### config.mk
export PLATFORM = sky130hd
export DESIGN_NAME = load_unit_flat
export DESIGN_NICKNAME = d
export VERILOG_FILES = /design/src/rtl/load_unit_if.sv /design/src/rtl/load_unit.sv /design/src/flat_wrapper.sv
export SDC_FILE = /design/constraint.sdc
export NUM_CORES = 1
export LEC_CHECK = 0
export ABC_AREA = 1
export CAP_MARGIN = 20
export CORE_AREA = 2 2 97 99
export CTS_BUF_LIST = sky130_fd_sc_hd__clkbuf_4 sky130_fd_sc_hd__clkbuf_8
export CTS_CLUSTER_SIZE = 14
export DETAILED_ROUTE_END_ITERATION = 8
export DIE_AREA = 0 0 99 101
export HOLD_SLACK_MARGIN = 0.12
export PLACE_DENSITY = 0.86
export SYNTH_ARGS = -nofsm -noshare
export SYNTH_HDL_FRONTEND = slang
export SYNTH_SLANG_ARGS = --single-unit
### constraint.sdc
create_clock -name clock -period 4 [get_ports clock]
set_input_delay 0.8 -clock clock [delete_from_list [all_inputs] [get_ports clock]]
set_output_delay 0.8 -clock clock [all_outputs]
set_load 0.1 [all_outputs]
### src/rtl/load_unit_if.sv
// Load unit bundle: execute-side request, data-memory read port, writeback result.
// slave is the load unit's view; master is the environment (execute, memory, writeback).
// Every channel is valid/ready; the memory response has valid only (no backpressure).
interface load_unit_if #(
    parameter int XLEN  = 32,
    parameter int TAG_W = 5
);
    // execute -> load unit
    logic             io_req_valid;
    logic             io_req_ready;
    logic [XLEN-1:0]  io_req_addr;
    logic [2:0]       io_req_funct3;
    logic [TAG_W-1:0] io_req_tag;
    // load unit <-> data memory
    logic             io_mem_req_valid;
    logic             io_mem_req_ready;
    logic [XLEN-1:0]  io_mem_addr;
    logic             io_mem_resp_valid;
    logic [XLEN-1:0]  io_mem_rdata;
    // load unit -> writeback
    logic             io_resp_valid;
    logic             io_resp_ready;
    logic [XLEN-1:0]  io_resp_data;
    logic [TAG_W-1:0] io_resp_tag;
    logic             io_resp_misaligned;
    logic             io_resp_illegal;

    modport slave (
        input  io_req_valid, io_req_addr, io_req_funct3, io_req_tag,
        input  io_mem_req_ready, io_mem_resp_valid, io_mem_rdata,
        input  io_resp_ready,
        output io_req_ready, io_mem_req_valid, io_mem_addr,
        output io_resp_valid, io_resp_data, io_resp_tag,
        output io_resp_misaligned, io_resp_illegal
    );

    modport master (
        output io_req_valid, io_req_addr, io_req_funct3, io_req_tag,
        output io_mem_req_ready, io_mem_resp_valid, io_mem_rdata,
        output io_resp_ready,
        input  io_req_ready, io_mem_req_valid, io_mem_addr,
        input  io_resp_valid, io_resp_data, io_resp_tag,
        input  io_resp_misaligned, io_resp_illegal
    );
endinterface

### src/rtl/load_unit.sv
// Load unit: issues a word-aligned read, extracts/extends the addressed lane, returns it with its tag.
// Latency: zero-wait memory gives accept T, mem req T+1, mem resp T+2, result T+3; faults give result T+1.
// Backpressure: one load in flight; io_req_ready only in IDLE, request/result held stable until their handshakes.
// Ports: clock, reset (async active-high); io = load_unit_if.slave carrying the request, memory and result channels.
module load_unit #(
    parameter int XLEN  = 32,
    parameter int TAG_W = 5
) (
    input  logic          clock,
    input  logic          reset,
    load_unit_if.slave    io
);
    typedef enum logic [1:0] {IDLE, REQ, WAIT, RESP} state_t;

    state_t           state_q, state_d;
    logic [XLEN-1:0]  addr_q, addr_d;
    logic [2:0]       funct3_q, funct3_d;
    logic [TAG_W-1:0] tag_q, tag_d;
    logic [XLEN-1:0]  data_q, data_d;
    logic             misaligned_q, misaligned_d;
    logic             illegal_q, illegal_d;

    logic             req_illegal;
    logic             req_misaligned;
    logic [7:0]       byte_sel;
    logic [15:0]      half_sel;
    logic [XLEN-1:0]  fmt_data;

    // Decode faults straight from the incoming request so the fault path can skip memory.
    always_comb begin
        req_illegal    = (io.io_req_funct3 == 3'b011) || (io.io_req_funct3 == 3'b110) ||
                         (io.io_req_funct3 == 3'b111);
        req_misaligned = 1'b0;
        if (!req_illegal) begin
            if (io.io_req_funct3[1:0] == 2'b01)
                req_misaligned = io.io_req_addr[0];
            else if (io.io_req_funct3[1:0] == 2'b10)
                req_misaligned = (io.io_req_addr[1:0] != 2'b00);
        end
    end

    // Lane extraction from the returned little-endian word using the captured request.
    always_comb begin
        byte_sel = 8'h00;
        case (addr_q[1:0])
            2'd0:    byte_sel = io.io_mem_rdata[7:0];
            2'd1:    byte_sel = io.io_mem_rdata[15:8];
            2'd2:    byte_sel = io.io_mem_rdata[23:16];
            default: byte_sel = io.io_mem_rdata[31:24];
        endcase
        half_sel = addr_q[1] ? io.io_mem_rdata[31:16] : io.io_mem_rdata[15:0];
        fmt_data = '0;
        case (funct3_q)
            3'b000:  fmt_data = {{(XLEN-8){byte_sel[7]}}, byte_sel};
            3'b001:  fmt_data = {{(XLEN-16){half_sel[15]}}, half_sel};
            3'b010:  fmt_data = io.io_mem_rdata;
            3'b100:  fmt_data = {{(XLEN-8){1'b0}}, byte_sel};
            3'b101:  fmt_data = {{(XLEN-16){1'b0}}, half_sel};
            default: fmt_data = '0;
        endcase
    end

    always_comb begin
        state_d      = state_q;
        addr_d       = addr_q;
        funct3_d     = funct3_q;
        tag_d        = tag_q;
        data_d       = data_q;
        misaligned_d = misaligned_q;
        illegal_d    = illegal_q;
        case (state_q)
            IDLE: begin
                if (io.io_req_valid) begin
                    addr_d       = io.io_req_addr;
                    funct3_d     = io.io_req_funct3;
                    tag_d        = io.io_req_tag;
                    data_d       = '0;
                    misaligned_d = req_misaligned;
                    illegal_d    = req_illegal;
                    state_d      = (req_illegal || req_misaligned) ? RESP : REQ;
                end
            end
            REQ: begin
                if (io.io_mem_req_ready) state_d = WAIT;
            end
            WAIT: begin
                if (io.io_mem_resp_valid) begin
                    data_d  = fmt_data;
                    state_d = RESP;
                end
            end
            default: begin
                if (io.io_resp_ready) state_d = IDLE;
            end
        endcase
    end

    always_ff @(posedge clock or posedge reset) begin
        if (reset) begin
            state_q      <= IDLE;
            addr_q       <= '0;
            funct3_q     <= '0;
            tag_q        <= '0;
            data_q       <= '0;
            misaligned_q <= 1'b0;
            illegal_q    <= 1'b0;
        end else begin
            state_q      <= state_d;
            addr_q       <= addr_d;
            funct3_q     <= funct3_d;
            tag_q        <= tag_d;
            data_q       <= data_d;
            misaligned_q <= misaligned_d;
            illegal_q    <= illegal_d;
        end
    end

    // Ready is withheld while reset is asserted even though the state already reads IDLE.
    assign io.io_req_ready       = (state_q == IDLE) && !reset;
    assign io.io_mem_req_valid   = (state_q == REQ);
    assign io.io_mem_addr        = {addr_q[XLEN-1:2], 2'b00};
    assign io.io_resp_valid      = (state_q == RESP);
    assign io.io_resp_data       = data_q;
    assign io.io_resp_tag        = tag_q;
    assign io.io_resp_misaligned = misaligned_q;
    assign io.io_resp_illegal    = illegal_q;
endmodule

### src/flat_wrapper.sv
// flat-port wrapper written by rule: the top's interface ports become plain ports
module load_unit_flat 
#(
    parameter int XLEN  = 32,
    parameter int TAG_W = 5
)
  (clock, reset, io_io_req_valid, io_io_req_addr, io_io_req_funct3, io_io_req_tag, io_io_mem_req_ready, io_io_mem_resp_valid, io_io_mem_rdata, io_io_resp_ready, io_io_req_ready, io_io_mem_req_valid, io_io_mem_addr, io_io_resp_valid, io_io_resp_data, io_io_resp_tag, io_io_resp_misaligned, io_io_resp_illegal);
  load_unit_if #(.XLEN(XLEN), .TAG_W(TAG_W)) io_i ();
  input  logic clock;
  input  logic reset;
  input wire logic [$bits(io_i.io_req_valid)-1:0] io_io_req_valid;
  input wire logic [$bits(io_i.io_req_addr)-1:0] io_io_req_addr;
  input wire logic [$bits(io_i.io_req_funct3)-1:0] io_io_req_funct3;
  input wire logic [$bits(io_i.io_req_tag)-1:0] io_io_req_tag;
  input wire logic [$bits(io_i.io_mem_req_ready)-1:0] io_io_mem_req_ready;
  input wire logic [$bits(io_i.io_mem_resp_valid)-1:0] io_io_mem_resp_valid;
  input wire logic [$bits(io_i.io_mem_rdata)-1:0] io_io_mem_rdata;
  input wire logic [$bits(io_i.io_resp_ready)-1:0] io_io_resp_ready;
  output wire logic [$bits(io_i.io_req_ready)-1:0] io_io_req_ready;
  output wire logic [$bits(io_i.io_mem_req_valid)-1:0] io_io_mem_req_valid;
  output wire logic [$bits(io_i.io_mem_addr)-1:0] io_io_mem_addr;
  output wire logic [$bits(io_i.io_resp_valid)-1:0] io_io_resp_valid;
  output wire logic [$bits(io_i.io_resp_data)-1:0] io_io_resp_data;
  output wire logic [$bits(io_i.io_resp_tag)-1:0] io_io_resp_tag;
  output wire logic [$bits(io_i.io_resp_misaligned)-1:0] io_io_resp_misaligned;
  output wire logic [$bits(io_i.io_resp_illegal)-1:0] io_io_resp_illegal;
  assign io_i.io_req_valid = io_io_req_valid;
  assign io_i.io_req_addr = io_io_req_addr;
  assign io_i.io_req_funct3 = io_io_req_funct3;
  assign io_i.io_req_tag = io_io_req_tag;
  assign io_i.io_mem_req_ready = io_io_mem_req_ready;
  assign io_i.io_mem_resp_valid = io_io_mem_resp_valid;
  assign io_i.io_mem_rdata = io_io_mem_rdata;
  assign io_i.io_resp_ready = io_io_resp_ready;
  assign io_io_req_ready = io_i.io_req_ready;
  assign io_io_mem_req_valid = io_i.io_mem_req_valid;
  assign io_io_mem_addr = io_i.io_mem_addr;
  assign io_io_resp_valid = io_i.io_resp_valid;
  assign io_io_resp_data = io_i.io_resp_data;
  assign io_io_resp_tag = io_i.io_resp_tag;
  assign io_io_resp_misaligned = io_i.io_resp_misaligned;
  assign io_io_resp_illegal = io_i.io_resp_illegal;
  load_unit #(.XLEN(XLEN), .TAG_W(TAG_W)) u_core (.clock(clock), .reset(reset), .io(io_i));
endmodule
==> results of run 1 <==
[worst max path at each step]
| stage | start | end | slack [ns] | cells after the start |
|---|---|---|---|---|
| after floorplan | reset | io_io_req_ready | 1.15 | 1 |
| after global placement | io_io_req_valid | u_core.io.io_resp_data[13] | 1.42 | 5 |
| after detailed placement | io_io_req_valid | u_core.io.io_resp_data[23] | 1.32 | 5 |
| after CTS | u_core.state_q[1] | io_io_mem_req_valid | 0.99 | 3 |
| after global routing | u_core.state_q[1] | io_io_mem_req_valid | 0.95 | 3 |
| final | u_core.state_q[1] | io_io_mem_req_valid | 1.01 | 3 |
[per-layer routing]
layer,global-route usage (%),up-vias
met5,0,-
met2,40.4,230
met1,29.6,2019
met4,8.85,0
met3,8.95,29
li1,-,2135
[metrics by stage]
step                      utilization (%)  hold WS, ns  std cells
after floorplan                         -        0.450        658
after global placement               63.3        0.462        860
after detailed placement             63.3        0.464        860
after CTS                            65.4        0.484        875
after global routing                 65.8        0.508        876
final                                65.8        0.479        876
[worst reg2reg max path, cell delays in order (launching register included)]
cell and delay [ns]:
dfrtp_1 0.92, inv_2 0.37, nand2_1 0.18, nand3_1 0.11, nand3_2 0.36, nand2_1 0.11, nand2_1 0.08, nand2_1 0.06
[registers in the layout (all words and copies together) (netlist names)]
| register | cells |
|---|---|
| u_core.io.io_resp_tag | 5 |
| u_core.io.io_resp_misaligned | 1 |
| u_core.io.io_resp_data | 32 |
| u_core.funct3_q | 3 |
| u_core.io.io_resp_illegal | 1 |
| u_core.state_q | 2 |
| u_core.addr_q | 32 |
[cells by family after synthesis]
logic type | Yosys count | share of synthesized area, %
other cells | 1 | 0.0847
fa+ha+maj | 4 | 1.13
buf+inv | 117 | 13.8
compound gates | 16 | 1.89
flops | 76 | 42.9
simple gates | 443 | 40.2
[layout by cell type, fill, tap and decap left out, types with 4 or more instances in the layout]
cell type          n
buf_4              4
clkbuf_8          10
clkdlybuf4s50_1  148
dfrtp_1           76
ha_1               4
inv_1             51
inv_2              5
nand2_1          335
nand3_1           42
nor2_1            53
o21ai_0           13
[final cells by class]
cell class	instances	area (um2)	share of cell area (%)
Clock buffer	11	145	2.46
Multi-Input combinational cell	465	1920	32.5
Sequential cell	76	1900	32.2
Tap cell	111	139	2.35
Inverter	56	210	3.56
Timing Repair Buffer	153	1540	26.1
Clock inverter	4	48.8	0.827
==> results.md, run 1 <==
* Status: finished clean
* CP arrival at 2.19 ns
* Fin crit share at roughly 75%
* Worst hold path endpoint: u_core.io.io_resp_data[4]
* Mapped Avg Cell Area at around 6.7 um2
* Worst R2R End: u_core.io.io_resp_data[14]
* Sink Count at 76
* DR pass1 iterations at 5
* Worst EP required at 3.20 ns
* Crit-path max FO at 4
* Share of layout cells above drive strength 1 at between 4 and 5%
* Placed instance area at 5680 um2
* Starting density of the core at 49.3%
* Cts bufs inserted at 9
* Final hold viol count at 0
* Max-slew headroom at about 30%
* Worst Max-Slew Pin Slew at 1.05 ns
* Highest routed layer: met4
* All-layer global routing usage at approximately a quarter
* Initial antenna violation count at 0
* Die Ht at slightly above 100 um
* Critical path buffers and inverters at 2
* Kind of critical path: reg2out
* Sequential-to-total area share from yosys stat at a little over two fifths
* Placed wire-length estimate at between 8000 and 9000 um
* Most common cell in the synthesized netlist: nand2_1
* Crit path cell chain: inv_1 -> ha_1 -> clkdlybuf4s50_1
* CP delay by family, top: buffers and inverters
* Post-CTS Resized at 0
* Number of synthesized flops with an enable pin at 0
* Hold WC Path Type: reg2reg
* Number of max-cap violations at 0
* Hold Startpoint: u_core.io.io_resp_data[4]
* Via/cell ratio at around 5.0
* Reg2Reg Launch Point: u_core.addr_q[1]
* R2R Setup Slk at ~1.7 ns
* RSZ-0062 raised after global routing: false
* Syn Inst Count at between 600 and 700
* Filler cells at about 770
* FP Rows at 35
* Worst Setup End Kind: output port
* Ports at between 150 and 200
* Routability congestion estimate at between 0.9 and 1
* Root Driver: clkbuf_8
* Clk_skew at 0.0212 ns
* Most instantiated cells after synthesis: 335 x nand2_1, 76 x dfrtp_1, 53 x nor2_1
* Final nets at ~840
* Unique masters post-synth at 24
* Metal3 WL at approximately 1500 um
* Area leader, netlist: dfrtp_1
* Fmax at approximately 0.33 GHz
* Synth warn at 0
* Critical-path top delay cell: clkdlybuf4s50_1
* Number of global-route vias before repair at between 4,000 and 5,000
* DRT Wirelength at between 10,000 and 15,000 um
* # Post-CTS Setup Buffers at 0
* Final Max Tran Viols at 0
* Post-synthesis cell area at approximately 4400 um2
* Area grow syn2layout at 33.3%
* Predominant post-synthesis flop cell: dfrtp_1
* Final Cell Area at between 5000 and 6000 um2
* Skew-Pair Late Insertion Delay at between 0.3 and 0.4 ns
* CTS tree: yes
* Met2 wire len at around 5500 um
* Worst setup SP type: flop
* Vias at approximately 4,400
* Routed WL per cell at 13.7 um
* Ys async rst share at 100%
* #FFs+latches synth at 76
* Post-route DRC at 0
* Max H-tree Level at 3
* Max clock buf depth at 2
* Fin crit period at roughly 3 ns
* Worst slack at placement at 1.32 ns
* Die area at approximately 10000 um2
* R2R cell count at 7
* Total congestion overflow at 0
* Worst Hold Path Cells at 2
* Clock Pin Slew Worst Setup and Hold Paths at roughly 0.080 ns
* IO Port Bufs at about 150
* Metal-1 WL at between 4000 and 5000 um
* TNS Setup at 0 ns
* # diodes at 0
* Synth area leaders: dfrtp_1 43%, nand2_1 28%, buf_4 6.4%, nand3_1 4.7%, nor2_1 4.5%
* First DRT Iteration DRCs at between 200 and 250
* Fraction of synthesized cell area taken by the top area cell type at between 40% and 50%
* Pin count of the biggest net entering global routing at 77
* Hold Buf Count CTS at 0
* Max stage delay on crit path at 1.15 ns
* Total core area at 8980 um2
* First-pass GRT wire length at 19,600 um
* Post-DRT Antenna Nets at 0
* Count of final setup violators at 0
* Final worst slack at between 1 and 1.5 ns
* Die width at slightly below 100 um
Power of run 1 is left out: the tool's default activity adds up to more than one toggle a clock period on the data nets, which glitch-free logic cannot reach.
==> run 2: changes to the inputs <==
--- a/config.mk
+++ b/config.mk
@@ -7,13 +7,13 @@
 export LEC_CHECK = 0
 export ABC_AREA = 1
 export CAP_MARGIN = 20
-export CORE_AREA = 2 2 97 99
+export CORE_AREA = 2 2 101 103
 export CTS_BUF_LIST = sky130_fd_sc_hd__clkbuf_4 sky130_fd_sc_hd__clkbuf_8
 export CTS_CLUSTER_SIZE = 14
 export DETAILED_ROUTE_END_ITERATION = 8
-export DIE_AREA = 0 0 99 101
+export DIE_AREA = 0 0 103 105
 export HOLD_SLACK_MARGIN = 0.12
-export PLACE_DENSITY = 0.86
+export PLACE_DENSITY = 0.8
 export SYNTH_ARGS = -nofsm -noshare
 export SYNTH_HDL_FRONTEND = slang
 export SYNTH_SLANG_ARGS = --single-unit
==> constraint.sdc (replaced) <==
create_clock -name clock -period 2.9 [get_ports clock]
set_input_delay 0.58 -clock clock [delete_from_list [all_inputs] [get_ports clock]]
set_output_delay 0.58 -clock clock [all_outputs]
set_load 0.1 [all_outputs]
==> run 2 against run 1 <==
Against the previous run: clock skew shrank 0.0081 ns; register-to-register slack lost 0.82 ns; wire length grew 1.4%; design area shrank 1.0%; core utilization shrank 5.1 points; via count shrank 1.6%; count of clock-buffer cells in the layout shrank 1; critical path depth grew 2; largest cell class unchanged; worst setup slack lost 0.24 ns; die area grew 8.2%; first-iteration DRC count shrank 8.3%.
==> results.md, run 2 (synthesis gave the netlist of run 1 again) <==
* Post-CTS Resized at 0
* Post-DRT Antenna Nets at 0
* Hold WC Path Type: reg2reg
* CP arrival at around 1.6 ns
* # diodes at 0
* Area of the multi-input gates at 1920 um2
* Skew-Pair Late Insertion Delay at 0.36 ns
* Ports at roughly 150
* Worst Setup End Kind: output port
* TNS Setup at 0 ns
* Via/cell ratio at 4.81
* Fin crit share at 73.3%
* DRT Wirelength at around 12,000 um
* Number of global-route vias before repair at 4,299
* Starting density of the core at 45.9%
* Worst EP required at about 2.3 ns
* Final Max Tran Viols at 0
* Kind of critical path: reg2out
* Placed wire-length estimate at slightly below 9000 um
* Clk_skew at between 0.01 and 0.015 ns
* Die Ht at 105 um
* First DRT Iteration DRCs at 187
* First-pass GRT wire length at 19,900 um
* RSZ-0062 raised after global routing: false
* FP Rows at 36
* Max-slew headroom at 65.5%
* Cts bufs inserted at 9
* CTS tree: yes
* Max H-tree Level at 3
* Pin count of the biggest net entering global routing at 48
* Root Driver: clkbuf_8
* # Post-CTS Setup Buffers at 0
* Final nets at roughly 850
* Post-route DRC at 0
* Routed WL per cell at approximately 13 um
* DR pass1 iterations at 5
* Initial antenna violation count at 0
* Most frequent cells in the layout: 335 x nand2_1, 77 x clkdlybuf4s50_1, 76 x buf_4, 76 x dfrtp_1, 53 x nor2_1
* Total congestion overflow at 0
* IO Port Bufs at 149
* Crit-path max FO at 4
* Max clock buf depth at 2
* Share of layout cells above drive strength 1 at approximately 14%
* Sink Count at between 70 and 80
* Total core area at approximately 9600 um2
* Worst setup SP type: flop
* Worst Hold Path Cells at 2
* All-layer global routing usage at a little under a quarter
* Worst Max-Slew Pin Slew at between 0.5 and 0.6 ns
* Most common cell after layout, fill and taps aside: nand2_1
* R2R cell count at 7
* Number of max-cap violations at 0
* Area grow syn2layout at 32.0%
* Vias at between 4,000 and 5,000
* Die width at 103 um
* Status: finished clean
* Filler cells at 919
* Hold Buf Count CTS at 0
* Area occupied by registers at about 1900 um2
* Clock Pin Slew Worst Setup and Hold Paths at roughly 0.090 ns
* Fmax at between 0.4 and 0.5 GHz
* Routability congestion estimate at about 0.96
* Final hold viol count at 0
* Die area at approximately 11,000 um2
* Count of final setup violators at 0
* Fin crit period at 2.13 ns
run 2: cell count changes in the layout (fill, tap and decap cells not counted), sizes merged:
cell	change
clkdlybuf4s50	-71
clkbuf	-1
bufinv	+2
inv	-1
clkinvlp	+1
buf	+74
run 2: through the flow:
step / instances / utilization (%) / hold slack [ns] / setup slack, ns / area, um2
floorplan: 658 / - / 0.450 / 0.340 / 4430
global route: 902 / 60.6 / 0.514 / 0.666 / 5840
finish: 902 / 60.6 / 0.487 / 0.773 / 5840
global placement: 886 / 58.1 / 0.463 / 0.820 / 5600
detailed placement: 886 / 58.1 / 0.466 / 0.758 / 5600
CTS: 902 / 60.6 / 0.489 / 0.744 / 5840
run 2: worst paths after layout:
check	start	end	slack (ns)
worst max-delay path	u_core.state_q[0]	io_io_req_ready	0.77
worst min-delay path	u_core.addr_q[6]	u_core.addr_q[6]	0.49
worst max register to register	u_core.addr_q[1]	u_core.io.io_resp_data[25]	0.90
worst min register to register	u_core.addr_q[6]	u_core.addr_q[6]	0.49
max in group asynchronous	reset	u_core.io.io_resp_data[27]	1.68
min in group asynchronous	reset	u_core.addr_q[24]	0.60
run 2: per-layer routing:
metal / up-vias / track usage, % / part of all wire [%]
met5: - / 0 / 0
met4: 0 / 9.21 / 2.8
met3: 29 / 5.95 / 8.6
met2: 185 / 36.6 / 45
met1: 1988 / 30.1 / 43
li1: 2139 / - / -
run 2: final cells by class:
type	instances	area share (%)
repair buffers	156	24.0
inverters	56	3.62
clock buffers	10	2.25
multi-input cells	465	32.8
clock inverters	6	1.91
flip-flops and latches	76	32.5
well taps	133	2.85
run 2: worst max-delay path: stages, from the launching register on:
cell and delay [ns]:
dfrtp_1 0.41, inv_1 0.10, ha_1 0.22, inv_1 0.08, nor2_1 0.17, buf_12 0.20
Power of run 2 is left out for the same reason.
==> run 3: changes to the inputs <==
--- a/config.mk
+++ b/config.mk
@@ -7,13 +7,13 @@
 export LEC_CHECK = 0
 export ABC_AREA = 1
 export CAP_MARGIN = 20
-export CORE_AREA = 2 2 101 103
+export CORE_AREA = 2 2 105 107
 export CTS_BUF_LIST = sky130_fd_sc_hd__clkbuf_4 sky130_fd_sc_hd__clkbuf_8
 export CTS_CLUSTER_SIZE = 14
 export DETAILED_ROUTE_END_ITERATION = 8
-export DIE_AREA = 0 0 103 105
+export DIE_AREA = 0 0 107 109
 export HOLD_SLACK_MARGIN = 0.12
-export PLACE_DENSITY = 0.8
+export PLACE_DENSITY = 0.78
 export SYNTH_ARGS = -nofsm -noshare
 export SYNTH_HDL_FRONTEND = slang
 export SYNTH_SLANG_ARGS = --single-unit
==> constraint.sdc (replaced) <==
create_clock -name clock -period 1.85 [get_ports clock]
set_input_delay 0.37 -clock clock [delete_from_list [all_inputs] [get_ports clock]]
set_output_delay 0.37 -clock clock [all_outputs]
set_load 0.1 [all_outputs]
==> run 3 against run 2 <==
Against the previous run: wire length rose by 6.1%; via count increased by 2.5%; die area is 7.8% higher; register-to-register slack worse by 0.67 ns; largest cell class is now non-clock buffers; cell count increased by 1.7%; count of clock-buffer cells in the layout increased by 2; critical path depth unchanged; first-iteration DRC count grew 34%; design area increased by 17%; non-clock buffer count is 8 higher.
==> results.md, run 3 (synthesis gave the netlist of run 1 again) <==
* Status: finished clean
* Count of final setup violators at 0
* Pin count of the biggest net entering global routing at 48
* Final Max Tran Viols at 0
* Fin crit share at between 90 and 100%
* Crit-path max FO at 4
* All-layer global routing usage at 23.2%
* Clock Pin Slew Worst Setup and Hold Paths at approximately 0.070 ns
* Non-Filler Instances at 917
* Hold WC Path Type: in2async
* Post-DRT Antenna Nets at 0
* Die Ht at ~110 um
* Total core area at between 10,000 and 15,000 um2
* Starting density of the core at a little over two fifths
* Final core occ at between 60 and 70%
* CP arrival at roughly 1.4 ns
* CP delay by family, top: flip-flops
* Number of global-route vias before repair at 4,533
* Most frequent cells in the layout: 335 x nand2_1, 78 x buf_12, 77 x clkdlybuf4s50_1
* Initial antenna violation count at 0
* R2R cell count at 7
* RSZ-0062 raised after global routing: false
* DRT Wirelength at approximately 13,000 um
* Routed WL per cell at about 14 um
* Final nets at 854
* Cts bufs inserted at 9
* Die width at approximately 110 um
* Filler cells at 868
* Critical path buffers and inverters at 3
* Routability congestion estimate at ~1.0
* Critical-path top delay cell: dfrtp_1
* Final hold viol count at 0
* Via/cell ratio at 4.85
* DR pass1 iterations at 5
* Die area at 11,700 um2
* Placed cell count at 898
* First DRT Iteration DRCs at 250
* Sink Count at 76
* CTS tree: yes
* Max H-tree Level at 3
* Clk_skew at roughly 0.014 ns
* Hold Buf Count CTS at 0
* Max stage delay on crit path at 0.41 ns
* Placed wire-length estimate at ~9700 um
* Crit path cell chain: inv_2 -> ha_4 -> inv_1 -> nor2_2 -> buf_12
* Total stage count of the critical path at 5
* Share of layout cells above drive strength 1 at 15.8%
* First-pass GRT wire length at roughly 21,000 um
* Worst setup SP type: flop
* Skew-Pair Late Insertion Delay at between 0.3 and 0.4 ns
* Ports at roughly 150
* Fmax at approximately 0.56 GHz
* Number of max-cap violations at 0
* FP Rows at 38
* Max clock buf depth at 2
* Fin crit period at around 1.8 ns
* Final Cell Area at just under 7000 um2
* Worst EP required at about 1.5 ns
* Vias at between 4,000 and 5,000
* IO Port Bufs at roughly 150
* Total congestion overflow at 0
* Kind of critical path: reg2out
* Post-route DRC at 0
* Root Driver: clkbuf_8
* Placed instance area at ~6600 um2
* Worst Setup End Kind: output port
* Area grow syn2layout at 54.2%
* Most common cell after layout, fill and taps aside: nand2_1
* # diodes at 0
## run 3: cell count changes in the layout (fill, tap and decap cells not counted), sizes merged
cell / before / now
bufinv: 3 / 1
clkinv: 2 / 3
inv: 56 / 55
buf: 79 / 87
clkbuf: 10 / 12
## run 3: layout make-up
| type | instances | area [um2] | area share [%] |
|---|---|---|---|
| sequential | 76 | 1900 | 27.9 |
| multi-input combinational | 465 | 1930 | 28.3 |
| timing repair buffer | 164 | 2400 | 35.2 |
| inverter | 56 | 214 | 3.13 |
| clock inverter | 4 | 48.8 | 0.715 |
| clock buffer | 12 | 153 | 2.24 |
| tap | 140 | 175 | 2.57 |
## run 3: repair_timing
item	in CTS	in global routing
setup buffers	0	3
pin swaps	2	0
endpoints found under the setup margin	1	1
gates resized for setup	4	0
## run 3: worst paths after layout
| check | slack (ns) | endpoint | start |
|---|---|---|---|
| worst max-delay path | 0.05 | io_io_req_ready | u_core.state_q[0] |
| worst min-delay path | 0.47 | u_core.addr_q[25] | reset |
| worst max register to register | 0.23 | u_core.io.io_resp_data[22] | u_core.funct3_q[1] |
| worst min register to register | 0.50 | u_core.addr_q[0] | u_core.addr_q[0] |
| max in group asynchronous | 1.11 | u_core.addr_q[4] | reset |
| min in group clock | 0.50 | u_core.addr_q[0] | u_core.addr_q[0] |
## run 3: layer usage
layer  GRT usage [%]  share of wire (%)  up-vias
li1                -                  -     2158
met3            9.09                 12       26
met1            26.3                 38     2042
met2            39.2                 48      224
met5               0                  0        -
met4            10.1                2.6        0
## run 3: stage by stage
step                hold slack (ns)  TNS [ns]  setup WS (ns)
CTS                           0.469         0         0.0285
global route                  0.480         0       0.000209
global placement              0.474         0          0.124
floorplan                     0.450   -0.0371        -0.0371
detailed placement            0.481         0         0.0860
finish                        0.473         0         0.0541
## run 3: worst reg2reg max path, stage by stage, from the launching register on
cell and delay [ns]:
dfrtp_1 0.52, nor2_8 0.31, nand2_2 0.14, nor2_4 0.33, nor2_1 0.08, nand2_1 0.07
nand2_1 0.06, nand2_1 0.07
Power of run 3 is left out for the same reason.
